--- src/rtl/axi_arbiter_2to1_if.sv ---
// One AXI4 port (AR/R/AW/W/B) as seen between a cache master and the arbiter, or between the arbiter and memory.
// Single ID, no RREADY/BREADY: responses are always accepted.
interface axi_arbiter_2to1_if;
    logic [31:0] araddr;
    logic [7:0]  arlen;
    logic        arvalid;
    logic        arready;
    logic [31:0] rdata;
    logic [1:0]  rresp;
    logic        rlast;
    logic        rvalid;
    logic [31:0] awaddr;
    logic [7:0]  awlen;
    logic        awvalid;
    logic        awready;
    logic [31:0] wdata;
    logic        wlast;
    logic        wvalid;
    logic        wready;
    logic [1:0]  bresp;
    logic        bvalid;

    modport master (
        output araddr, arlen, arvalid,
        input  arready,
        input  rdata, rresp, rlast, rvalid,
        output awaddr, awlen, awvalid,
        input  awready,
        output wdata, wlast, wvalid,
        input  wready,
        input  bresp, bvalid
    );

    modport slave (
        input  araddr, arlen, arvalid,
        output arready,
        output rdata, rresp, rlast, rvalid,
        input  awaddr, awlen, awvalid,
        output awready,
        input  wdata, wlast, wvalid,
        output wready,
        output bresp, bvalid
    );
endinterface

--- src/rtl/axi_arbiter_2to1.sv ---
// Two-master to one-slave AXI4 arbiter with independent read and write arbitration, grant held per burst.
// Define AXI_ARB_FIXED_PRIO_EN for fixed priority (S0 wins); otherwise round-robin seeded by INIT_LAST.
module axi_arbiter_2to1 #(
    parameter logic INIT_LAST = 1'b1
) (
    input  logic                      CLK,
    input  logic                      RSTN,
    axi_arbiter_2to1_if.slave         s0_axi,
    axi_arbiter_2to1_if.slave         s1_axi,
    axi_arbiter_2to1_if.master        m_axi,
    output logic [2:0]                M_AXI_ARSIZE,
    output logic [2:0]                M_AXI_AWSIZE,
    output logic [1:0]                M_AXI_ARBURST,
    output logic [1:0]                M_AXI_AWBURST,
    output logic [3:0]                M_AXI_WSTRB
);

    typedef enum logic [1:0] {R_IDLE, R_ADDR, R_DATA} r_state_t;
    typedef enum logic [1:0] {W_IDLE, W_BUSY, W_RESP} w_state_t;

    r_state_t r_state, r_state_next;
    w_state_t w_state, w_state_next;
    logic     rgnt, rgnt_next;
    logic     wgnt, wgnt_next;
`ifndef AXI_ARB_FIXED_PRIO_EN
    logic     rlast, rlast_next;
    logic     wlast, wlast_next;
`endif
    logic     aw_done, aw_done_next;
    logic     w_done, w_done_next;

    logic     ar_sel_valid;
    logic     aw_sel_valid;
    logic     w_sel_valid;
    logic     aw_fwd;
    logic     w_fwd;
    logic     aw_hs;
    logic     w_last_hs;

    assign M_AXI_ARSIZE  = 3'b010;
    assign M_AXI_AWSIZE  = 3'b010;
    assign M_AXI_ARBURST = 2'b01;
    assign M_AXI_AWBURST = 2'b01;
    assign M_AXI_WSTRB   = 4'b1111;

    assign m_axi.araddr = rgnt ? s1_axi.araddr : s0_axi.araddr;
    assign m_axi.arlen  = rgnt ? s1_axi.arlen  : s0_axi.arlen;
    assign m_axi.awaddr = wgnt ? s1_axi.awaddr : s0_axi.awaddr;
    assign m_axi.awlen  = wgnt ? s1_axi.awlen  : s0_axi.awlen;
    assign m_axi.wdata  = wgnt ? s1_axi.wdata  : s0_axi.wdata;
    assign m_axi.wlast  = wgnt ? s1_axi.wlast  : s0_axi.wlast;

    assign s0_axi.rdata = m_axi.rdata;
    assign s1_axi.rdata = m_axi.rdata;
    assign s0_axi.rresp = m_axi.rresp;
    assign s1_axi.rresp = m_axi.rresp;
    assign s0_axi.bresp = m_axi.bresp;
    assign s1_axi.bresp = m_axi.bresp;

    assign ar_sel_valid = rgnt ? s1_axi.arvalid : s0_axi.arvalid;
    assign aw_sel_valid = wgnt ? s1_axi.awvalid : s0_axi.awvalid;
    assign w_sel_valid  = wgnt ? s1_axi.wvalid  : s0_axi.wvalid;

    // Once a channel's part of the burst is done, its VALID is masked so the slave never sees a duplicate.
    assign aw_fwd    = (w_state == W_BUSY) && aw_sel_valid && !aw_done;
    assign w_fwd     = (w_state == W_BUSY) && w_sel_valid && !w_done;
    assign aw_hs     = aw_fwd && m_axi.awready;
    assign w_last_hs = w_fwd && m_axi.wready && m_axi.wlast;

    always_ff @(posedge CLK or negedge RSTN) begin
        if (!RSTN) begin
            r_state <= R_IDLE;
            w_state <= W_IDLE;
            rgnt    <= 1'b0;
            wgnt    <= 1'b0;
`ifndef AXI_ARB_FIXED_PRIO_EN
            rlast   <= INIT_LAST;
            wlast   <= INIT_LAST;
`endif
            aw_done <= 1'b0;
            w_done  <= 1'b0;
        end else begin
            r_state <= r_state_next;
            w_state <= w_state_next;
            rgnt    <= rgnt_next;
            wgnt    <= wgnt_next;
`ifndef AXI_ARB_FIXED_PRIO_EN
            rlast   <= rlast_next;
            wlast   <= wlast_next;
`endif
            aw_done <= aw_done_next;
            w_done  <= w_done_next;
        end
    end

    always_comb begin
        r_state_next   = r_state;
        rgnt_next      = rgnt;
`ifndef AXI_ARB_FIXED_PRIO_EN
        rlast_next     = rlast;
`endif
        m_axi.arvalid  = 1'b0;
        s0_axi.arready = 1'b0;
        s1_axi.arready = 1'b0;
        s0_axi.rvalid  = 1'b0;
        s1_axi.rvalid  = 1'b0;
        s0_axi.rlast   = 1'b0;
        s1_axi.rlast   = 1'b0;
        case (r_state)
            R_IDLE: begin
                if (s0_axi.arvalid && s1_axi.arvalid) begin
`ifdef AXI_ARB_FIXED_PRIO_EN
                    rgnt_next  = 1'b0;
`else
                    rgnt_next  = ~rlast;
                    rlast_next = ~rlast;
`endif
                    r_state_next = R_ADDR;
                end else if (s0_axi.arvalid) begin
                    rgnt_next    = 1'b0;
                    r_state_next = R_ADDR;
                end else if (s1_axi.arvalid) begin
                    rgnt_next    = 1'b1;
                    r_state_next = R_ADDR;
                end
            end
            R_ADDR: begin
                m_axi.arvalid = ar_sel_valid;
                if (rgnt) s1_axi.arready = m_axi.arready;
                else      s0_axi.arready = m_axi.arready;
                if (ar_sel_valid && m_axi.arready) r_state_next = R_DATA;
                else if (!ar_sel_valid)            r_state_next = R_IDLE;
            end
            R_DATA: begin
                if (rgnt) begin
                    s1_axi.rvalid = m_axi.rvalid;
                    s1_axi.rlast  = m_axi.rlast;
                end else begin
                    s0_axi.rvalid = m_axi.rvalid;
                    s0_axi.rlast  = m_axi.rlast;
                end
                if (m_axi.rvalid && m_axi.rlast) r_state_next = R_IDLE;
            end
            default: r_state_next = R_IDLE;
        endcase
    end

    // W beats may arrive before AW is accepted, so each channel completes independently before the response.
    always_comb begin
        w_state_next   = w_state;
        wgnt_next      = wgnt;
`ifndef AXI_ARB_FIXED_PRIO_EN
        wlast_next     = wlast;
`endif
        aw_done_next   = aw_done;
        w_done_next    = w_done;
        m_axi.awvalid  = aw_fwd;
        m_axi.wvalid   = w_fwd;
        s0_axi.awready = 1'b0;
        s1_axi.awready = 1'b0;
        s0_axi.wready  = 1'b0;
        s1_axi.wready  = 1'b0;
        s0_axi.bvalid  = 1'b0;
        s1_axi.bvalid  = 1'b0;
        case (w_state)
            W_IDLE: begin
                if (s0_axi.awvalid || s1_axi.awvalid) begin
                    aw_done_next = 1'b0;
                    w_done_next  = 1'b0;
                    w_state_next = W_BUSY;
                end
                if (s0_axi.awvalid && s1_axi.awvalid) begin
`ifdef AXI_ARB_FIXED_PRIO_EN
                    wgnt_next  = 1'b0;
`else
                    wgnt_next  = ~wlast;
                    wlast_next = ~wlast;
`endif
                end else if (s0_axi.awvalid) begin
                    wgnt_next = 1'b0;
                end else if (s1_axi.awvalid) begin
                    wgnt_next = 1'b1;
                end
            end
            W_BUSY: begin
                if (wgnt) begin
                    s1_axi.awready = m_axi.awready && !aw_done;
                    s1_axi.wready  = m_axi.wready && !w_done;
                end else begin
                    s0_axi.awready = m_axi.awready && !aw_done;
                    s0_axi.wready  = m_axi.wready && !w_done;
                end
                aw_done_next = aw_done || aw_hs;
                w_done_next  = w_done || w_last_hs;
                if ((aw_done || aw_hs) && (w_done || w_last_hs)) w_state_next = W_RESP;
            end
            W_RESP: begin
                if (wgnt) s1_axi.bvalid = m_axi.bvalid;
                else      s0_axi.bvalid = m_axi.bvalid;
                if (m_axi.bvalid) w_state_next = W_IDLE;
            end
            default: w_state_next = W_IDLE;
        endcase
    end

endmodule

--- src/flat_wrapper.sv ---
// flat-port wrapper written by rule: the top's interface ports become plain ports
module axi_arbiter_2to1_flat 
#(
    parameter logic INIT_LAST = 1'b1
)
  (CLK, RSTN, M_AXI_ARSIZE, M_AXI_AWSIZE, M_AXI_ARBURST, M_AXI_AWBURST, M_AXI_WSTRB, s0_axi_araddr, s0_axi_arlen, s0_axi_arvalid, s0_axi_arready, s0_axi_rdata, s0_axi_rresp, s0_axi_rlast, s0_axi_rvalid, s0_axi_awaddr, s0_axi_awlen, s0_axi_awvalid, s0_axi_awready, s0_axi_wdata, s0_axi_wlast, s0_axi_wvalid, s0_axi_wready, s0_axi_bresp, s0_axi_bvalid, s1_axi_araddr, s1_axi_arlen, s1_axi_arvalid, s1_axi_arready, s1_axi_rdata, s1_axi_rresp, s1_axi_rlast, s1_axi_rvalid, s1_axi_awaddr, s1_axi_awlen, s1_axi_awvalid, s1_axi_awready, s1_axi_wdata, s1_axi_wlast, s1_axi_wvalid, s1_axi_wready, s1_axi_bresp, s1_axi_bvalid, m_axi_araddr, m_axi_arlen, m_axi_arvalid, m_axi_arready, m_axi_rdata, m_axi_rresp, m_axi_rlast, m_axi_rvalid, m_axi_awaddr, m_axi_awlen, m_axi_awvalid, m_axi_awready, m_axi_wdata, m_axi_wlast, m_axi_wvalid, m_axi_wready, m_axi_bresp, m_axi_bvalid);
  axi_arbiter_2to1_if s0_axi_i ();
  axi_arbiter_2to1_if s1_axi_i ();
  axi_arbiter_2to1_if m_axi_i ();
  input  logic CLK;
  input  logic RSTN;
  output logic [2:0] M_AXI_ARSIZE;
  output logic [2:0] M_AXI_AWSIZE;
  output logic [1:0] M_AXI_ARBURST;
  output logic [1:0] M_AXI_AWBURST;
  output logic [3:0] M_AXI_WSTRB;
  input wire logic [$bits(s0_axi_i.araddr)-1:0] s0_axi_araddr;
  input wire logic [$bits(s0_axi_i.arlen)-1:0] s0_axi_arlen;
  input wire logic [$bits(s0_axi_i.arvalid)-1:0] s0_axi_arvalid;
  output wire logic [$bits(s0_axi_i.arready)-1:0] s0_axi_arready;
  output wire logic [$bits(s0_axi_i.rdata)-1:0] s0_axi_rdata;
  output wire logic [$bits(s0_axi_i.rresp)-1:0] s0_axi_rresp;
  output wire logic [$bits(s0_axi_i.rlast)-1:0] s0_axi_rlast;
  output wire logic [$bits(s0_axi_i.rvalid)-1:0] s0_axi_rvalid;
  input wire logic [$bits(s0_axi_i.awaddr)-1:0] s0_axi_awaddr;
  input wire logic [$bits(s0_axi_i.awlen)-1:0] s0_axi_awlen;
  input wire logic [$bits(s0_axi_i.awvalid)-1:0] s0_axi_awvalid;
  output wire logic [$bits(s0_axi_i.awready)-1:0] s0_axi_awready;
  input wire logic [$bits(s0_axi_i.wdata)-1:0] s0_axi_wdata;
  input wire logic [$bits(s0_axi_i.wlast)-1:0] s0_axi_wlast;
  input wire logic [$bits(s0_axi_i.wvalid)-1:0] s0_axi_wvalid;
  output wire logic [$bits(s0_axi_i.wready)-1:0] s0_axi_wready;
  output wire logic [$bits(s0_axi_i.bresp)-1:0] s0_axi_bresp;
  output wire logic [$bits(s0_axi_i.bvalid)-1:0] s0_axi_bvalid;
  input wire logic [$bits(s1_axi_i.araddr)-1:0] s1_axi_araddr;
  input wire logic [$bits(s1_axi_i.arlen)-1:0] s1_axi_arlen;
  input wire logic [$bits(s1_axi_i.arvalid)-1:0] s1_axi_arvalid;
  output wire logic [$bits(s1_axi_i.arready)-1:0] s1_axi_arready;
  output wire logic [$bits(s1_axi_i.rdata)-1:0] s1_axi_rdata;
  output wire logic [$bits(s1_axi_i.rresp)-1:0] s1_axi_rresp;
  output wire logic [$bits(s1_axi_i.rlast)-1:0] s1_axi_rlast;
  output wire logic [$bits(s1_axi_i.rvalid)-1:0] s1_axi_rvalid;
  input wire logic [$bits(s1_axi_i.awaddr)-1:0] s1_axi_awaddr;
  input wire logic [$bits(s1_axi_i.awlen)-1:0] s1_axi_awlen;
  input wire logic [$bits(s1_axi_i.awvalid)-1:0] s1_axi_awvalid;
  output wire logic [$bits(s1_axi_i.awready)-1:0] s1_axi_awready;
  input wire logic [$bits(s1_axi_i.wdata)-1:0] s1_axi_wdata;
  input wire logic [$bits(s1_axi_i.wlast)-1:0] s1_axi_wlast;
  input wire logic [$bits(s1_axi_i.wvalid)-1:0] s1_axi_wvalid;
  output wire logic [$bits(s1_axi_i.wready)-1:0] s1_axi_wready;
  output wire logic [$bits(s1_axi_i.bresp)-1:0] s1_axi_bresp;
  output wire logic [$bits(s1_axi_i.bvalid)-1:0] s1_axi_bvalid;
  output wire logic [$bits(m_axi_i.araddr)-1:0] m_axi_araddr;
  output wire logic [$bits(m_axi_i.arlen)-1:0] m_axi_arlen;
  output wire logic [$bits(m_axi_i.arvalid)-1:0] m_axi_arvalid;
  input wire logic [$bits(m_axi_i.arready)-1:0] m_axi_arready;
  input wire logic [$bits(m_axi_i.rdata)-1:0] m_axi_rdata;
  input wire logic [$bits(m_axi_i.rresp)-1:0] m_axi_rresp;
  input wire logic [$bits(m_axi_i.rlast)-1:0] m_axi_rlast;
  input wire logic [$bits(m_axi_i.rvalid)-1:0] m_axi_rvalid;
  output wire logic [$bits(m_axi_i.awaddr)-1:0] m_axi_awaddr;
  output wire logic [$bits(m_axi_i.awlen)-1:0] m_axi_awlen;
  output wire logic [$bits(m_axi_i.awvalid)-1:0] m_axi_awvalid;
  input wire logic [$bits(m_axi_i.awready)-1:0] m_axi_awready;
  output wire logic [$bits(m_axi_i.wdata)-1:0] m_axi_wdata;
  output wire logic [$bits(m_axi_i.wlast)-1:0] m_axi_wlast;
  output wire logic [$bits(m_axi_i.wvalid)-1:0] m_axi_wvalid;
  input wire logic [$bits(m_axi_i.wready)-1:0] m_axi_wready;
  input wire logic [$bits(m_axi_i.bresp)-1:0] m_axi_bresp;
  input wire logic [$bits(m_axi_i.bvalid)-1:0] m_axi_bvalid;
  assign s0_axi_i.araddr = s0_axi_araddr;
  assign s0_axi_i.arlen = s0_axi_arlen;
  assign s0_axi_i.arvalid = s0_axi_arvalid;
  assign s0_axi_arready = s0_axi_i.arready;
  assign s0_axi_rdata = s0_axi_i.rdata;
  assign s0_axi_rresp = s0_axi_i.rresp;
  assign s0_axi_rlast = s0_axi_i.rlast;
  assign s0_axi_rvalid = s0_axi_i.rvalid;
  assign s0_axi_i.awaddr = s0_axi_awaddr;
  assign s0_axi_i.awlen = s0_axi_awlen;
  assign s0_axi_i.awvalid = s0_axi_awvalid;
  assign s0_axi_awready = s0_axi_i.awready;
  assign s0_axi_i.wdata = s0_axi_wdata;
  assign s0_axi_i.wlast = s0_axi_wlast;
  assign s0_axi_i.wvalid = s0_axi_wvalid;
  assign s0_axi_wready = s0_axi_i.wready;
  assign s0_axi_bresp = s0_axi_i.bresp;
  assign s0_axi_bvalid = s0_axi_i.bvalid;
  assign s1_axi_i.araddr = s1_axi_araddr;
  assign s1_axi_i.arlen = s1_axi_arlen;
  assign s1_axi_i.arvalid = s1_axi_arvalid;
  assign s1_axi_arready = s1_axi_i.arready;
  assign s1_axi_rdata = s1_axi_i.rdata;
  assign s1_axi_rresp = s1_axi_i.rresp;
  assign s1_axi_rlast = s1_axi_i.rlast;
  assign s1_axi_rvalid = s1_axi_i.rvalid;
  assign s1_axi_i.awaddr = s1_axi_awaddr;
  assign s1_axi_i.awlen = s1_axi_awlen;
  assign s1_axi_i.awvalid = s1_axi_awvalid;
  assign s1_axi_awready = s1_axi_i.awready;
  assign s1_axi_i.wdata = s1_axi_wdata;
  assign s1_axi_i.wlast = s1_axi_wlast;
  assign s1_axi_i.wvalid = s1_axi_wvalid;
  assign s1_axi_wready = s1_axi_i.wready;
  assign s1_axi_bresp = s1_axi_i.bresp;
  assign s1_axi_bvalid = s1_axi_i.bvalid;
  assign m_axi_araddr = m_axi_i.araddr;
  assign m_axi_arlen = m_axi_i.arlen;
  assign m_axi_arvalid = m_axi_i.arvalid;
  assign m_axi_i.arready = m_axi_arready;
  assign m_axi_i.rdata = m_axi_rdata;
  assign m_axi_i.rresp = m_axi_rresp;
  assign m_axi_i.rlast = m_axi_rlast;
  assign m_axi_i.rvalid = m_axi_rvalid;
  assign m_axi_awaddr = m_axi_i.awaddr;
  assign m_axi_awlen = m_axi_i.awlen;
  assign m_axi_awvalid = m_axi_i.awvalid;
  assign m_axi_i.awready = m_axi_awready;
  assign m_axi_wdata = m_axi_i.wdata;
  assign m_axi_wlast = m_axi_i.wlast;
  assign m_axi_wvalid = m_axi_i.wvalid;
  assign m_axi_i.wready = m_axi_wready;
  assign m_axi_i.bresp = m_axi_bresp;
  assign m_axi_i.bvalid = m_axi_bvalid;
  axi_arbiter_2to1 #(.INIT_LAST(INIT_LAST)) u_core (.CLK(CLK), .RSTN(RSTN), .s0_axi(s0_axi_i), .s1_axi(s1_axi_i), .m_axi(m_axi_i), .M_AXI_ARSIZE(M_AXI_ARSIZE), .M_AXI_AWSIZE(M_AXI_AWSIZE), .M_AXI_ARBURST(M_AXI_ARBURST), .M_AXI_AWBURST(M_AXI_AWBURST), .M_AXI_WSTRB(M_AXI_WSTRB));
endmodule
--- config.mk ---
export PLATFORM = sky130hd
export DESIGN_NAME = axi_arbiter_2to1_flat
export DESIGN_NICKNAME = d
export VERILOG_FILES = /design/src/rtl/axi_arbiter_2to1_if.sv /design/src/rtl/axi_arbiter_2to1.sv /design/src/flat_wrapper.sv
export SDC_FILE = /design/constraint.sdc
export NUM_CORES = 1
export LEC_CHECK = 0
export BUFFER_PORTS_ARGS = -buffer_cell sky130_fd_sc_hd__buf_2
export CAP_MARGIN = 20
export CORE_AREA = 2 2 188 190
export CTS_CLUSTER_DIAMETER = 100
export DETAILED_ROUTE_END_ITERATION = 7
export DIE_AREA = 0 0 190 192
export PLACE_DENSITY_LB_ADDON = 0.15
export SYNTH_ARGS = -nofsm -noshare
export SYNTH_HDL_FRONTEND = slang
export SYNTH_SLANG_ARGS = --single-unit
--- constraint.sdc ---
create_clock -name CLK -period 1.7 [get_ports CLK]
set_input_delay 0.085 -clock CLK [delete_from_list [all_inputs] [get_ports CLK]]
set_output_delay 0.085 -clock CLK [all_outputs]
set_load 0.05 [all_outputs]
Word level (Yosys, flattened, before mapping). Cells that the tools add are included. Widths: inputs -> output; s select.

Register bits after elaboration: 10.

Equal/unequal tests: 10. Bitwise operators: 2. Reductions and logical operators: 31. Multiplexer cells: 54.

Operators by type and width (number): $mux 32 (3); $mux 1 (36); $mux 2 (9); $mux 8 (2); $logic_and 1x1->1 (14); $pmux 2 s3 (2); $reduce_and 2->1 (5); $reduce_and 3->1 (2); $reduce_bool 3->1 (2); $eq 2x1->1 const B (2); $eq 2x2->1 const B (2); $logic_not 2->1 (2); $ne 2x1->1 const B (2); $ne 2x2->1 const B (2); $ne 4x3->1 const B (1); $pmux 1 s2 (2); $logic_or 1x1->1 (3); $ne 3x3->1 const B (1); $logic_not 1->1 (2); $not 1->1 (2); $reduce_bool 2->1 (1).

Depth between registers and ports, before layout. Gate-level depths: netlist of run 1.

Word-level depth: 9. Mapped depth: 4. Mapped depth without buffers: 3.

Worst setup path before layout of run 1. No wires, ideal clock.

Path type: register to output. From: register u_core.wgnt. To: output port s0_axi_bvalid. Slack: -359 ps. Cell stages (with the launch flop): 5. Arrival: 1974 ps. Required time: 1615 ps. Path through: dfrtp_1 buf_6 buf_4 buf_2 nor3b_1.

Cells in the longest elaborated chain, start to end: 2.

Ends and longest elaborated chain: start: declaration (RTL line axi_arbiter_2to1.sv:24) `logic wgnt, wgnt_next;`; start signal: assignment (RTL line axi_arbiter_2to1.sv:86) `wgnt <= wgnt_next;`; $mux 1 (RTL line axi_arbiter_2to1.sv:198) `if (wgnt) s1_axi.bvalid = m_axi.bvalid;`; $mux 1 (RTL line axi_arbiter_2to1.sv:165) `case (w_state)`; end: declaration (RTL line flat_wrapper.sv:34) `output wire logic [$bits(s0_axi_i.bvalid)-1:0] s0_axi_bvalid;`.

No other way between the ends.

Final worst setup path of run 1.
From: register u_core.wgnt. To: output port m_axi_wdata[7].

Cells in the longest elaborated chain, start to end: 1.

Ends and longest elaborated chain: $mux 32 (RTL line axi_arbiter_2to1.sv:50) `assign m_axi.wdata = wgnt ? s1_axi.wdata : s0_axi.wdata;`; end: declaration (RTL line flat_wrapper.sv:65) `output wire logic [$bits(m_axi_i.wdata)-1:0] m_axi_wdata;`.

No other way between the ends.

==> impl_metrics.prom, run 1 <==
# TYPE chip_impl_metric gauge
chip_impl_info{name="worst_case_hold_path_end_point",value="u_core.w_state[1]"} 1
chip_impl_metric{name="synth-edff-count",unit=""} 0
chip_impl_metric{name="share_seq_of_total_power",unit="%"} 6.5
chip_impl_metric{name="ys_warn_count",unit=""} 0
chip_impl_metric{name="initial_core_util",unit="%"} 7.75
chip_impl_metric{name="setup-violations-final",unit=""} 0
chip_impl_metric{name="final_hold_fails",unit=""} 0
chip_impl_metric{name="distinct_cells_synth",unit=""} 29
chip_impl_metric{name="numPortBuffers",unit=""} 367
chip_impl_metric{name="postLayoutCellArea",unit="mm2"} 0.00481
chip_impl_metric{name="leakagePower",unit="uW"} 0.00243
chip_impl_metric{name="worst_path_largest_cell_delay",unit="ns"} 0.50
chip_impl_metric{name="period_utilisation_layout",unit="%"} 97.3
chip_impl_info{name="setup.worst_path.start_class",value="flop"} 1
chip_impl_metric{name="synth_async_sr_flop_share",unit="%"} 100
chip_impl_info{name="rsz0062_at_grt",value="yes"} 1
chip_impl_metric{name="synthCells",unit=""} 286
chip_impl_metric{name="maxSlewViolCount",unit=""} 0
chip_impl_info{name="crit_path_end_kind",value="primary output"} 1
chip_impl_metric{name="total_via_count_in_the_routed_design",unit=""} 3138
chip_impl_metric{name="slack_of_the_worst_reg_to_reg_path",unit="ns"} 0.15
chip_impl_metric{name="cts_max_level",unit=""} 1
chip_impl_metric{name="global_route.overflow_total",unit=""} 0
chip_impl_info{name="critical_path.slowest_cell",value="sky130_fd_sc_hd__dfrtp_4"} 1
chip_impl_metric{name="grt_start_max_net_pins",unit=""} 35
chip_impl_metric{name="total_routed_length",unit="mm"} 13.8
chip_impl_metric{name="cts.path.max_buffers",unit=""} 2
chip_impl_metric{name="cap_viol_max_count",unit=""} 0
chip_impl_info{name="timing.rr.end",value="u_core.w_state[1]"} 1
chip_impl_metric{name="die_area",unit="mm2"} 0.0365
chip_impl_info{name="ys_dominant_reg_cell",value="sky130_fd_sc_hd__dfrtp_1"} 1
chip_impl_info{name="min_from",value="m_axi_bvalid"} 1
chip_impl_metric{name="fp.dieW",unit="um"} 190
chip_impl_metric{name="power_density",unit="mW/mm2"} 1810
chip_impl_metric{name="insertion_delay",unit="ns"} 0.24
chip_impl_metric{name="num_ports",unit=""} 490
chip_impl_metric{name="setup_tns",unit="ns"} 0
chip_impl_metric{name="layout-drive-gt1-share",unit="%"} 87.7
chip_impl_metric{name="yosysSeqAreaShare",unit="%"} 9.51
chip_impl_metric{name="antenna_found_initial",unit=""} 0
chip_impl_metric{name="placement.cell_area",unit="mm2"} 0.00451
chip_impl_info{name="outcome",value="completed"} 1
chip_impl_metric{name="gr-usage-all-layers",unit="%"} 6.87
chip_impl_metric{name="crit_fanout",unit=""} 34
chip_impl_metric{name="numCtsBuffers",unit=""} 3
chip_impl_metric{name="timing.critical_path.buf_inv",unit=""} 2
chip_impl_metric{name="reg2reg_depth",unit=""} 4
chip_impl_metric{name="flop_and_latch_count_out_of_synthesis",unit=""} 10
chip_impl_metric{name="viasPerCell",unit=""} 3.01
chip_impl_metric{name="cell_internal_pwr",unit="uW"} 3400
chip_impl_info{name="tritoncts",value="done"} 1
chip_impl_metric{name="grt_pass1_vias",unit=""} 3260
chip_impl_metric{name="hold_path_depth",unit=""} 2
chip_impl_metric{name="avgSynthCellArea",unit="um2"} 9.29
chip_impl_metric{name="cts.sinks",unit=""} 10
chip_impl_metric{name="instances_no_fill",unit=""} 1042
chip_impl_metric{name="fin_skew",unit="ns"} 0.000836
chip_impl_metric{name="power.share.switching",unit="%"} 60.9
chip_impl_metric{name="min_period",unit="ns"} 1.65
chip_impl_metric{name="diodes",unit=""} 0
chip_impl_metric{name="logic_pwr_share",unit="%"} 88.0
chip_impl_metric{name="clkSlewWorstSetupHoldPaths",unit="ns"} 0.05
chip_impl_metric{name="worst-path-stages",unit=""} 3
chip_impl_metric{name="wire_length_of_the_first_global_routing_pass",unit="mm"} 19.1
chip_impl_metric{name="route.detailed.wl_per_inst",unit="um"} 13.3
chip_impl_metric{name="dr.first_iter.drc_count",unit=""} 36
chip_impl_metric{name="nNetsFinal",unit=""} 864
chip_impl_metric{name="rows",unit=""} 68
chip_impl_metric{name="placeableCoreArea",unit="mm2"} 0.0343
chip_impl_metric{name="dpl.hpwl",unit="mm"} 12.5
chip_impl_metric{name="synthToLayoutAreaGrowth",unit="%"} 81.0
chip_impl_metric{name="power_switching",unit="uW"} 5290
chip_impl_info{name="cts-root-buf",value="sky130_fd_sc_hd__clkbuf_16"} 1
chip_impl_info{name="timing.critical_path.cells",value="buf_12 -> mux2_2 -> buf_2"} 1
chip_impl_info{name="setup.worst_path.class",value="flop to primary output"} 1
chip_impl_metric{name="remaining_drc_errors",unit=""} 0
chip_impl_metric{name="synthesis.area",unit="mm2"} 0.00266
chip_impl_metric{name="finalHoldWorstSlack",unit="ns"} 0.0623
chip_impl_metric{name="clockPowerShare",unit="%"} 5.5
chip_impl_info{name="min-delay-path-class",value="primary input to flop"} 1
chip_impl_metric{name="critPathRequiredTime",unit="ns"} 1.62
chip_impl_metric{name="placed_cells",unit=""} 1032
chip_impl_metric{name="dr.pass1.iters",unit=""} 4
chip_impl_info{name="path_delay_family",value="flip-flops"} 1
chip_impl_metric{name="fmax",unit="MHz"} 604
chip_impl_metric{name="vdd_ir_drop_max",unit="mV"} 0.778
chip_impl_metric{name="route.antenna.remaining_nets",unit=""} 0
chip_impl_metric{name="gp_congestion",unit=""} 0.709
chip_impl_info{name="crit-reg2reg-launch",value="u_core.wgnt"} 1
chip_impl_metric{name="arrival",unit="ns"} 1.57
chip_impl_metric{name="postLayoutCoreUtil",unit="%"} 14.0
chip_impl_metric{name="die_h",unit="um"} 192
final cells by class:
| type | instances | area [um2] |
|---|---|---|
| inverters | 2 | 7.51 |
| clock buffers | 4 | 88.8 |
| flip-flops and latches | 10 | 259 |
| well taps | 455 | 569 |
| multi-input cells | 185 | 1720 |
| repair buffers | 386 | 2170 |
| fillers | 3961 | 29500 |
sequential cells by signal (all words and copies together), names as in the netlist:
| name | flops |
|---|---|
| u_core.w_state | 2 |
| u_core.wlast | 1 |
| u_core.rgnt | 1 |
| u_core.rlast | 1 |
| u_core.r_state | 2 |
| u_core.wgnt | 1 |
| u_core.aw_done | 1 |
| u_core.w_done | 1 |
metrics by stage:
step	worst slack, ns	power [uW]
2_1_floorplan	0.129	6640
3_3_place_gp	0.198	7940
3_5_place_dp	0.160	7900
4_1_cts	-0.00965	8770
5_1_grt	-0.0338	9130
6_report	0.0453	8690
worst register-to-register path: stages (launching register included):
cell	delay (ns)
sky130_fd_sc_hd__dfrtp_4	0.55
sky130_fd_sc_hd__buf_12	0.16
sky130_fd_sc_hd__mux2_4	0.30
sky130_fd_sc_hd__a41oi_2	0.28
sky130_fd_sc_hd__o32ai_2	0.13
synth_stat cells, types with 2 or more instances:
cell type	count	area, um2
sky130_fd_sc_hd__nor3b_1	2	15.0
sky130_fd_sc_hd__a41oi_2	2	32.5
sky130_fd_sc_hd__nor2b_1	3	18.8
sky130_fd_sc_hd__nor2_1	12	45.0
sky130_fd_sc_hd__a21oi_1	2	10.0
sky130_fd_sc_hd__mux2_4	3	45.0
sky130_fd_sc_hd__and2_1	2	12.5
sky130_fd_sc_hd__xnor2_1	2	17.5
sky130_fd_sc_hd__dfstp_2	2	52.6
sky130_fd_sc_hd__and3_1	5	31.3
sky130_fd_sc_hd__conb_1	2	7.51
sky130_fd_sc_hd__inv_1	2	7.51
sky130_fd_sc_hd__mux2_2	112	1260
sky130_fd_sc_hd__dfrtp_1	8	200
sky130_fd_sc_hd__nand2_1	13	48.8
sky130_fd_sc_hd__buf_2	12	60.1
sky130_fd_sc_hd__a32o_1	2	20.0
sky130_fd_sc_hd__buf_4	88	661
sky130_fd_sc_hd__nand3_1	2	10.0
power groups by stage:
| stage | Clock, uW | Sequential, uW | Combinational (uW) |
|---|---|---|---|
| finish | 479 | 561 | 7650 |
| global route | 523 | 590 | 8020 |
| CTS | 503 | 570 | 7690 |
| detailed placement | 0 | 635 | 7260 |
| global placement | 0 | 633 | 7310 |
| floorplan | 0 | 452 | 6190 |
cell families (layout without fill, tap and decap cells):
logic type / count (synthesis) / after routing / share of synthesized area (%)
and+or+nand+nor: 42 / 42 / 8.05
other: 2 / 14 / 0.283
buffers and inverters: 103 / 392 / 27.8
muxes: 116 / 116 / 49.6
AOI/OAI and AO/OA: 11 / 11 / 4.10
DFF: 10 / 10 / 9.51
xor gates and xnor gates: 2 / 2 / 0.660
worst max path at each step:
stage / startpoint / end / slack [ns]
detailed placement: u_core.wgnt / m_axi_wdata[15] / 0.16
CTS: u_core.wgnt / m_axi_awvalid / -0.01
global placement: u_core.wgnt / m_axi_wdata[12] / 0.20
floorplan: u_core.wgnt / s0_axi_awready / 0.13
global route: u_core.wgnt / m_axi_awaddr[12] / -0.03
finish: u_core.wgnt / m_axi_wdata[7] / 0.05
metal layers:
metal | vias to the layer above | track usage [%] | share of wire (%)
li1 | 1499 | - | -
met1 | 1377 | 6.72 | 34
met2 | 246 | 14.1 | 54
met3 | 16 | 2.21 | 11
met4 | 0 | 1.10 | 0.96
met5 | - | 0 | 0
cells in the final DEF, fill, tap and decap left out, types with 2 or more instances in the layout:
cell type | synthesis | routed
sky130_fd_sc_hd__and2_1 | 2 | 2
sky130_fd_sc_hd__inv_1 | 2 | 2
sky130_fd_sc_hd__a32o_1 | 2 | 2
sky130_fd_sc_hd__dfrtp_2 | 0 | 2
sky130_fd_sc_hd__xnor2_1 | 2 | 2
sky130_fd_sc_hd__buf_6 | 1 | 18
sky130_fd_sc_hd__mux2_2 | 112 | 112
sky130_fd_sc_hd__clkbuf_16 | 0 | 3
sky130_fd_sc_hd__dfstp_2 | 2 | 2
sky130_fd_sc_hd__nand3_1 | 2 | 2
sky130_fd_sc_hd__buf_4 | 88 | 27
sky130_fd_sc_hd__buf_2 | 12 | 335
sky130_fd_sc_hd__clkbuf_4 | 0 | 2
sky130_fd_sc_hd__mux2_4 | 3 | 3
sky130_fd_sc_hd__conb_1 | 2 | 14
sky130_fd_sc_hd__nor2b_1 | 3 | 2
sky130_fd_sc_hd__a41oi_2 | 2 | 2
sky130_fd_sc_hd__nand2_1 | 13 | 13
sky130_fd_sc_hd__dfrtp_1 | 8 | 5
sky130_fd_sc_hd__and3_1 | 5 | 5
sky130_fd_sc_hd__a21oi_1 | 2 | 2
sky130_fd_sc_hd__buf_12 | 0 | 3
sky130_fd_sc_hd__nor2_1 | 12 | 12
repair_timing:
| action | CTS | global route |
|---|---|---|
| cloned | 0 | 0 |
| hold endpoints to repair | 8 | 0 |
| buffers inserted | 6 | 0 |
| pin swaps | 0 | 0 |
| setup endpoints to repair | 66 | 44 |
| hold buffers | 1 | 0 |
| gates resized for setup | 40 | 13 |
Note: power is estimated with default switching activity, not from simulation.
==> inputs of run 2 (changes only) <==
--- a/config.mk
+++ b/config.mk
@@ -14,2 +14,3 @@
 export PLACE_DENSITY_LB_ADDON = 0.15
+export SLEW_MARGIN = 0
 export SYNTH_ARGS = -nofsm -noshare
==> constraint.sdc (replaced) <==
create_clock -name CLK -period 1.9 [get_ports CLK]
set_input_delay 0.095 -clock CLK [delete_from_list [all_inputs] [get_ports CLK]]
set_output_delay 0.095 -clock CLK [all_outputs]
set_load 0.005 [all_outputs]
==> run 2 against run 1 <==
Against the previous run:
- setup slack improved by 0.029 ns
- critical path type unchanged
- global-route usage fell by 0.13 points
- sequential power rose by 7.0%
- critical path depth did not move
- clock power fell by 11%
- count of clock-buffer cells in the layout did not move
- via count fell by 0.54%
==> impl_metrics.prom, run 2 (synthesis results as in run 1) <==
# TYPE chip_impl_metric gauge
chip_impl_metric{name="placeableCoreArea",unit="mm2"} 0.0343
chip_impl_metric{name="viasPerCell",unit=""} 3.03
chip_impl_metric{name="antenna_found_initial",unit=""} 2
chip_impl_metric{name="period_utilisation_layout",unit="%"} 96.1
chip_impl_metric{name="fp.dieW",unit="um"} 190
chip_impl_metric{name="initial_core_util",unit="%"} 7.75
chip_impl_metric{name="dpl.hpwl",unit="mm"} 12.4
chip_impl_metric{name="power_density",unit="mW/mm2"} 953
chip_impl_metric{name="setup-violations-final",unit=""} 0
chip_impl_metric{name="wire_length_of_the_first_global_routing_pass",unit="mm"} 18.3
chip_impl_metric{name="layout-drive-gt1-share",unit="%"} 87.0
chip_impl_metric{name="worst_path_largest_cell_delay",unit="ns"} 0.65
chip_impl_info{name="rsz0062_at_grt",value="no"} 1
chip_impl_metric{name="die_area",unit="mm2"} 0.0365
chip_impl_metric{name="reg2reg_depth",unit=""} 3
chip_impl_metric{name="power",unit="uW"} 4340
chip_impl_info{name="critical_path.slowest_cell",value="sky130_fd_sc_hd__dfrtp_4"} 1
chip_impl_info{name="top_regs",value="u_core.r_state: 2 flops, u_core.w_state: 2 flops"} 1
chip_impl_metric{name="sequential_cell_area",unit="um2"} 258
chip_impl_metric{name="total_via_count_in_the_routed_design",unit=""} 3121
chip_impl_info{name="crit-reg2reg-launch",value="u_core.wgnt"} 1
chip_impl_metric{name="dr.pass1.iters",unit=""} 3
chip_impl_metric{name="maxSlewViolCount",unit=""} 0
chip_impl_info{name="min-delay-path-class",value="primary input to flop"} 1
chip_impl_metric{name="n_fill_cell",unit=""} 4001
chip_impl_metric{name="final_hold_fails",unit=""} 0
chip_impl_info{name="most-common-layout-cells",value="367 x sky130_fd_sc_hd__buf_2, 112 x sky130_fd_sc_hd__mux2_2, 14 x sky130_fd_sc_hd__conb_1"} 1
chip_impl_info{name="critPathLaunch",value="u_core.wgnt"} 1
chip_impl_metric{name="crit_fanout",unit=""} 43
chip_impl_metric{name="total_routed_length",unit="mm"} 13.7
chip_impl_metric{name="timing.critical_path.buf_inv",unit=""} 2
chip_impl_metric{name="cts_setup_buffers",unit=""} 0
chip_impl_info{name="min_from",value="m_axi_bvalid"} 1
chip_impl_metric{name="clkSlewWorstSetupHoldPaths",unit="ns"} 0.05
chip_impl_metric{name="hold_path_depth",unit=""} 2
chip_impl_metric{name="rows",unit=""} 68
chip_impl_metric{name="setup_tns",unit="ns"} 0
chip_impl_metric{name="insertion_delay",unit="ns"} 0.24
chip_impl_info{name="cts-root-buf",value="sky130_fd_sc_hd__clkbuf_16"} 1
chip_impl_metric{name="num_ports",unit=""} 490
chip_impl_metric{name="numPortBuffers",unit=""} 367
chip_impl_metric{name="grt_pass1_vias",unit=""} 3174
chip_impl_info{name="path_delay_family",value="flip-flops"} 1
chip_impl_metric{name="route.detailed.wl_per_inst",unit="um"} 13.3
chip_impl_metric{name="die_h",unit="um"} 192
chip_impl_info{name="setup.worst_path.class",value="flop to primary output"} 1
chip_impl_metric{name="dr.first_iter.drc_count",unit=""} 67
chip_impl_metric{name="critPathRequiredTime",unit="ns"} 1.80
chip_impl_metric{name="cap_viol_max_count",unit=""} 0
chip_impl_metric{name="grt_start_max_net_pins",unit=""} 44
chip_impl_info{name="timing.critical_path.cells",value="buf_12 -> mux2_2 -> buf_2"} 1
chip_impl_metric{name="gp_congestion",unit=""} 0.723
chip_impl_metric{name="cts.sinks",unit=""} 10
chip_impl_metric{name="remaining_drc_errors",unit=""} 0
chip_impl_metric{name="cts_max_level",unit=""} 1
chip_impl_metric{name="route.antenna.remaining_nets",unit=""} 0
chip_impl_metric{name="synthToLayoutAreaGrowth",unit="%"} 71.4
chip_impl_info{name="crit_path_end_kind",value="primary output"} 1
chip_impl_metric{name="fmax",unit="MHz"} 548
chip_impl_info{name="setup.worst_path.start_class",value="flop"} 1
chip_impl_info{name="layout.cells.most_common",value="sky130_fd_sc_hd__buf_2"} 1
chip_impl_info{name="tritoncts",value="done"} 1
chip_impl_metric{name="cts.path.max_buffers",unit=""} 2
chip_impl_metric{name="global_route.overflow_total",unit=""} 0
chip_impl_metric{name="gr-usage-all-layers",unit="%"} 6.74
chip_impl_metric{name="numCtsBuffers",unit=""} 3
chip_impl_metric{name="arrival",unit="ns"} 1.73
chip_impl_metric{name="leakagePower",unit="uW"} 0.00232
chip_impl_metric{name="multiInputGateArea",unit="mm2"} 0.00171
chip_impl_info{name="outcome",value="completed"} 1
chip_impl_metric{name="fin_skew",unit="ns"} 0.000611
chip_impl_metric{name="vdd_ir_drop_max",unit="mV"} 0.358
chip_impl_metric{name="min_period",unit="ns"} 1.83
chip_impl_metric{name="nNetsFinal",unit=""} 852
chip_impl_metric{name="worst-path-stages",unit=""} 3
[run 2: changes by cell type in the layout (fill, tap and decap cells not counted), moves of 2 or more]
cell and change:
sky130_fd_sc_hd__buf_6 -18, sky130_fd_sc_hd__buf_2 +32, sky130_fd_sc_hd__buf_4 -23, sky130_fd_sc_hd__clkbuf_4 -2
[run 2: final timing paths]
| kind | endpoint | slack (ns) |
|---|---|---|
| hold reg to reg | u_core.r_state[0] | 0.48 |
| hold / removal | u_core.w_state[1] | 0.10 |
| setup / recovery | m_axi_wdata[6] | 0.07 |
| setup reg to reg | u_core.w_state[1] | 0.37 |
| min in group asynchronous | u_core.w_done | 0.28 |
| max in group asynchronous | u_core.rlast | 1.33 |
[run 2: repair_timing]
item                      CTS  global route
hold buffers                1             0
gates resized for setup     0             0
hold endpoints to repair    8             0
[run 2: cell type report]
class / count / area share, %
Timing Repair Buffer: 374 / 42.1
Clock buffer: 4 / 1.95
Sequential cell: 10 / 5.66
Multi-Input combinational cell: 185 / 37.5
Inverter: 2 / 0.165
Tap cell: 455 / 12.5
Antenna cell: 1 / 0.0550
[run 2: worst register-to-register path: stages (launching register included)]
cell	delay, ns
sky130_fd_sc_hd__dfrtp_4	0.65
sky130_fd_sc_hd__mux2_4	0.35
sky130_fd_sc_hd__a41oi_2	0.27
sky130_fd_sc_hd__o32ai_2	0.13
[run 2: metal layers]
metal  vias to the layer above  global-route usage, %  part of all wire [%]
met5                         -                      0                 0.088
met4                         2                   1.37                   1.7
met3                        23                   2.47                    11
met2                       255                   14.7                    57
met1                      1369                   5.64                    30
li1                       1472                      -                     -
[run 2: metrics by stage]
step | cell area [um2] | std cells | hold WS (ns) | setup WS (ns) | util, %
floorplan | 2700 | 298 | -0.201 | 0.642 | -
CTS | 4550 | 1030 | 0.104 | 0.0425 | 13.3
finish | 4550 | 1031 | 0.101 | 0.0742 | 13.3
global placement | 4450 | 1025 | 0.00762 | 0.319 | 13.0
detailed placement | 4450 | 1025 | 0.0166 | 0.312 | 13.0
global route | 4550 | 1030 | 0.111 | 0.00261 | 13.3
[run 2: power breakdown]
part / leakage (uW) / total (uW) / switching [uW] / internal (uW)
Sequential: 0.000117 / 600 / 261 / 338
Clock: 0.0000442 / 427 / 109 / 318
Combinational: 0.00216 / 3310 / 1350 / 1960
Total: 0.00232 / 4340 / 1730 / 2610
==> inputs of run 3 (changes only) <==
Settings changed: SETUP_SLACK_MARGIN from default to 0.15.
==> run 3 against run 2 <==
Against the previous run:
- core utilization rose by 0.10 points
- worst hold slack improved by 0.0025 ns
- cell count rose by 0.19%
- total power rose by 2.3%
- register-to-register slack barely moved
- sequential power fell by 12%
- first-iteration DRC count fell by 27%
- critical path depth did not move
- wire length rose by 0.76%
- die area did not move
==> impl_metrics.prom, run 3 (synthesis results as in run 1) <==
# TYPE chip_impl_metric gauge
chip_impl_metric{name="dr.pass1.iters",unit=""} 3
chip_impl_metric{name="fin_skew",unit="ns"} 0.000617
chip_impl_metric{name="grt.met2_usage",unit="%"} 14.7
chip_impl_info{name="outcome",value="completed"} 1
chip_impl_metric{name="gr-usage-all-layers",unit="%"} 6.80
chip_impl_metric{name="placement.cell_area",unit="mm2"} 0.00445
chip_impl_metric{name="arrival",unit="ns"} 1.56
chip_impl_metric{name="synthToLayoutAreaGrowth",unit="%"} 72.7
chip_impl_metric{name="power",unit="uW"} 4440
chip_impl_metric{name="maxSlewViolCount",unit=""} 0
chip_impl_metric{name="period_utilisation_layout",unit="%"} 87.2
chip_impl_metric{name="global_route.overflow_total",unit=""} 0
chip_impl_metric{name="dr.first_iter.drc_count",unit=""} 49
chip_impl_metric{name="numPortBuffers",unit=""} 367
chip_impl_metric{name="antenna_found_initial",unit=""} 2
chip_impl_info{name="setup.worst_path.class",value="flop to primary output"} 1
chip_impl_info{name="top_regs",value="u_core.r_state: 2 flops, u_core.w_state: 2 flops"} 1
chip_impl_metric{name="cts.path.max_buffers",unit=""} 2
chip_impl_metric{name="placed_cells",unit=""} 1025
chip_impl_metric{name="total_via_count_in_the_routed_design",unit=""} 3149
chip_impl_info{name="busiest_metal_layer_after_global_routing",value="met2"} 1
chip_impl_metric{name="setup-violations-final",unit=""} 0
chip_impl_metric{name="initial_core_util",unit="%"} 7.75
chip_impl_metric{name="crit_fanout",unit=""} 23
chip_impl_metric{name="numCtsBuffers",unit=""} 3
chip_impl_info{name="min-delay-path-class",value="primary input to flop"} 1
chip_impl_metric{name="rows",unit=""} 68
chip_impl_metric{name="grt.met1_usage",unit="%"} 5.67
chip_impl_metric{name="final_hold_fails",unit=""} 0
chip_impl_info{name="most-common-layout-cells",value="367 x sky130_fd_sc_hd__buf_2, 112 x sky130_fd_sc_hd__mux2_2, 14 x sky130_fd_sc_hd__conb_1"} 1
chip_impl_metric{name="placeableCoreArea",unit="mm2"} 0.0343
chip_impl_info{name="crit_path_end_kind",value="primary output"} 1
chip_impl_metric{name="route.detailed.wl_per_inst",unit="um"} 13.4
chip_impl_metric{name="total_routed_length",unit="mm"} 13.8
chip_impl_metric{name="route.antenna.remaining_nets",unit=""} 0
chip_impl_metric{name="met3_usage",unit="%"} 2.56
chip_impl_metric{name="remaining_drc_errors",unit=""} 0
chip_impl_metric{name="gp_congestion",unit=""} 0.723
chip_impl_metric{name="fp.dieW",unit="um"} 190
chip_impl_metric{name="power_density",unit="mW/mm2"} 967
chip_impl_metric{name="cts_max_level",unit=""} 1
chip_impl_metric{name="wire_length_of_the_first_global_routing_pass",unit="mm"} 18.4
chip_impl_metric{name="vdd_ir_drop_max",unit="mV"} 0.358
chip_impl_metric{name="setup_tns",unit="ns"} 0
chip_impl_metric{name="grt_pass1_vias",unit=""} 3195
chip_impl_metric{name="insertion_delay",unit="ns"} 0.24
chip_impl_metric{name="cap_viol_max_count",unit=""} 0
chip_impl_metric{name="instances_no_fill",unit=""} 1033
chip_impl_metric{name="cts.sinks",unit=""} 10
chip_impl_info{name="tritoncts",value="done"} 1
chip_impl_metric{name="postLayoutCellArea",unit="mm2"} 0.00459
chip_impl_metric{name="nNetsFinal",unit=""} 854
chip_impl_metric{name="critPathRequiredTime",unit="ns"} 1.80
chip_impl_metric{name="layout-drive-gt1-share",unit="%"} 87.0
chip_impl_metric{name="grt_start_max_net_pins",unit=""} 44
chip_impl_info{name="setup.worst_path.start_class",value="flop"} 1
chip_impl_metric{name="viasPerCell",unit=""} 3.05
chip_impl_metric{name="die_area",unit="mm2"} 0.0365
chip_impl_info{name="rsz0062_at_grt",value="no"} 1
chip_impl_metric{name="min_period",unit="ns"} 1.66
chip_impl_metric{name="fmax",unit="MHz"} 604
chip_impl_metric{name="n_fill_cell",unit=""} 3999
chip_impl_metric{name="clkSlewWorstSetupHoldPaths",unit="ns"} 0.05
chip_impl_metric{name="dpl.hpwl",unit="mm"} 12.4
chip_impl_metric{name="die_h",unit="um"} 192
chip_impl_info{name="cts-root-buf",value="sky130_fd_sc_hd__clkbuf_16"} 1
chip_impl_metric{name="leakagePower",unit="uW"} 0.00234
chip_impl_metric{name="postLayoutCoreUtil",unit="%"} 13.4
chip_impl_info{name="layout.cells.most_common",value="sky130_fd_sc_hd__buf_2"} 1
chip_impl_metric{name="num_ports",unit=""} 490
[run 3: cell count changes in the layout (fill, tap and decap cells not counted), sizes merged]
cell and delta:
buf +2
[run 3: where the power goes]
part	switching [uW]	internal (uW)	leakage (uW)
clock network	110	318	0.0000442
logic	1460	2030	0.00218
registers	186	340	0.000117
[run 3: what timing repair did]
item                                   CTS  global route
gates resized for setup                  1             0
endpoints found under the hold margin    8             0
setup endpoints to repair               59             0
setup buffers                            2             0
hold buffers                             1             0
[run 3: path summary, 6_finish.rpt]
check / startpoint / end / slack [ns] / depth (start not counted)
hold / removal: m_axi_bvalid / u_core.w_state[1] / 0.10 / 2
hold reg to reg: u_core.r_state[1] / u_core.r_state[0] / 0.48 / 1
setup reg to reg: u_core.wgnt / u_core.w_state[1] / 0.37 / 4
max in group asynchronous: RSTN / u_core.rlast / 1.32 / 2
min in group asynchronous: RSTN / u_core.w_done / 0.28 / 2
setup / recovery: u_core.rgnt / m_axi_araddr[5] / 0.24 / 3
[run 3: area by class of cell]
type	count	area, um2	share of cell area [%]
antenna	1	2.50	0.0546
clock buffer	4	88.8	1.94
multi-input combinational	185	1710	37.3
inverter	2	7.51	0.164
timing repair buffer	376	1950	42.6
sequential	10	258	5.62
tap	455	569	12.4
[run 3: critical path, cell delays in order (launching register included)]
cell and delay, ns:
sky130_fd_sc_hd__dfrtp_2 0.58, sky130_fd_sc_hd__buf_12 0.23, sky130_fd_sc_hd__mux2_2 0.38, sky130_fd_sc_hd__buf_2 0.13
[run 3: stage by stage]
| step | hold WS, ns | worst slack (ns) |
|---|---|---|
| 2_1_floorplan | -0.201 | 0.642 |
| 3_3_place_gp | 0.00762 | 0.319 |
| 3_5_place_dp | 0.0166 | 0.312 |
| 4_1_cts | 0.104 | 0.180 |
| 5_1_grt | 0.111 | 0.165 |
| 6_report | 0.104 | 0.243 |
[run 3: layer usage]
metal  part of all wire (%)  vias up
met2                     56      257
li1                       -     1478
met5                  0.087        -
met1                     30     1387
met4                    2.0        2
met3                     11       25
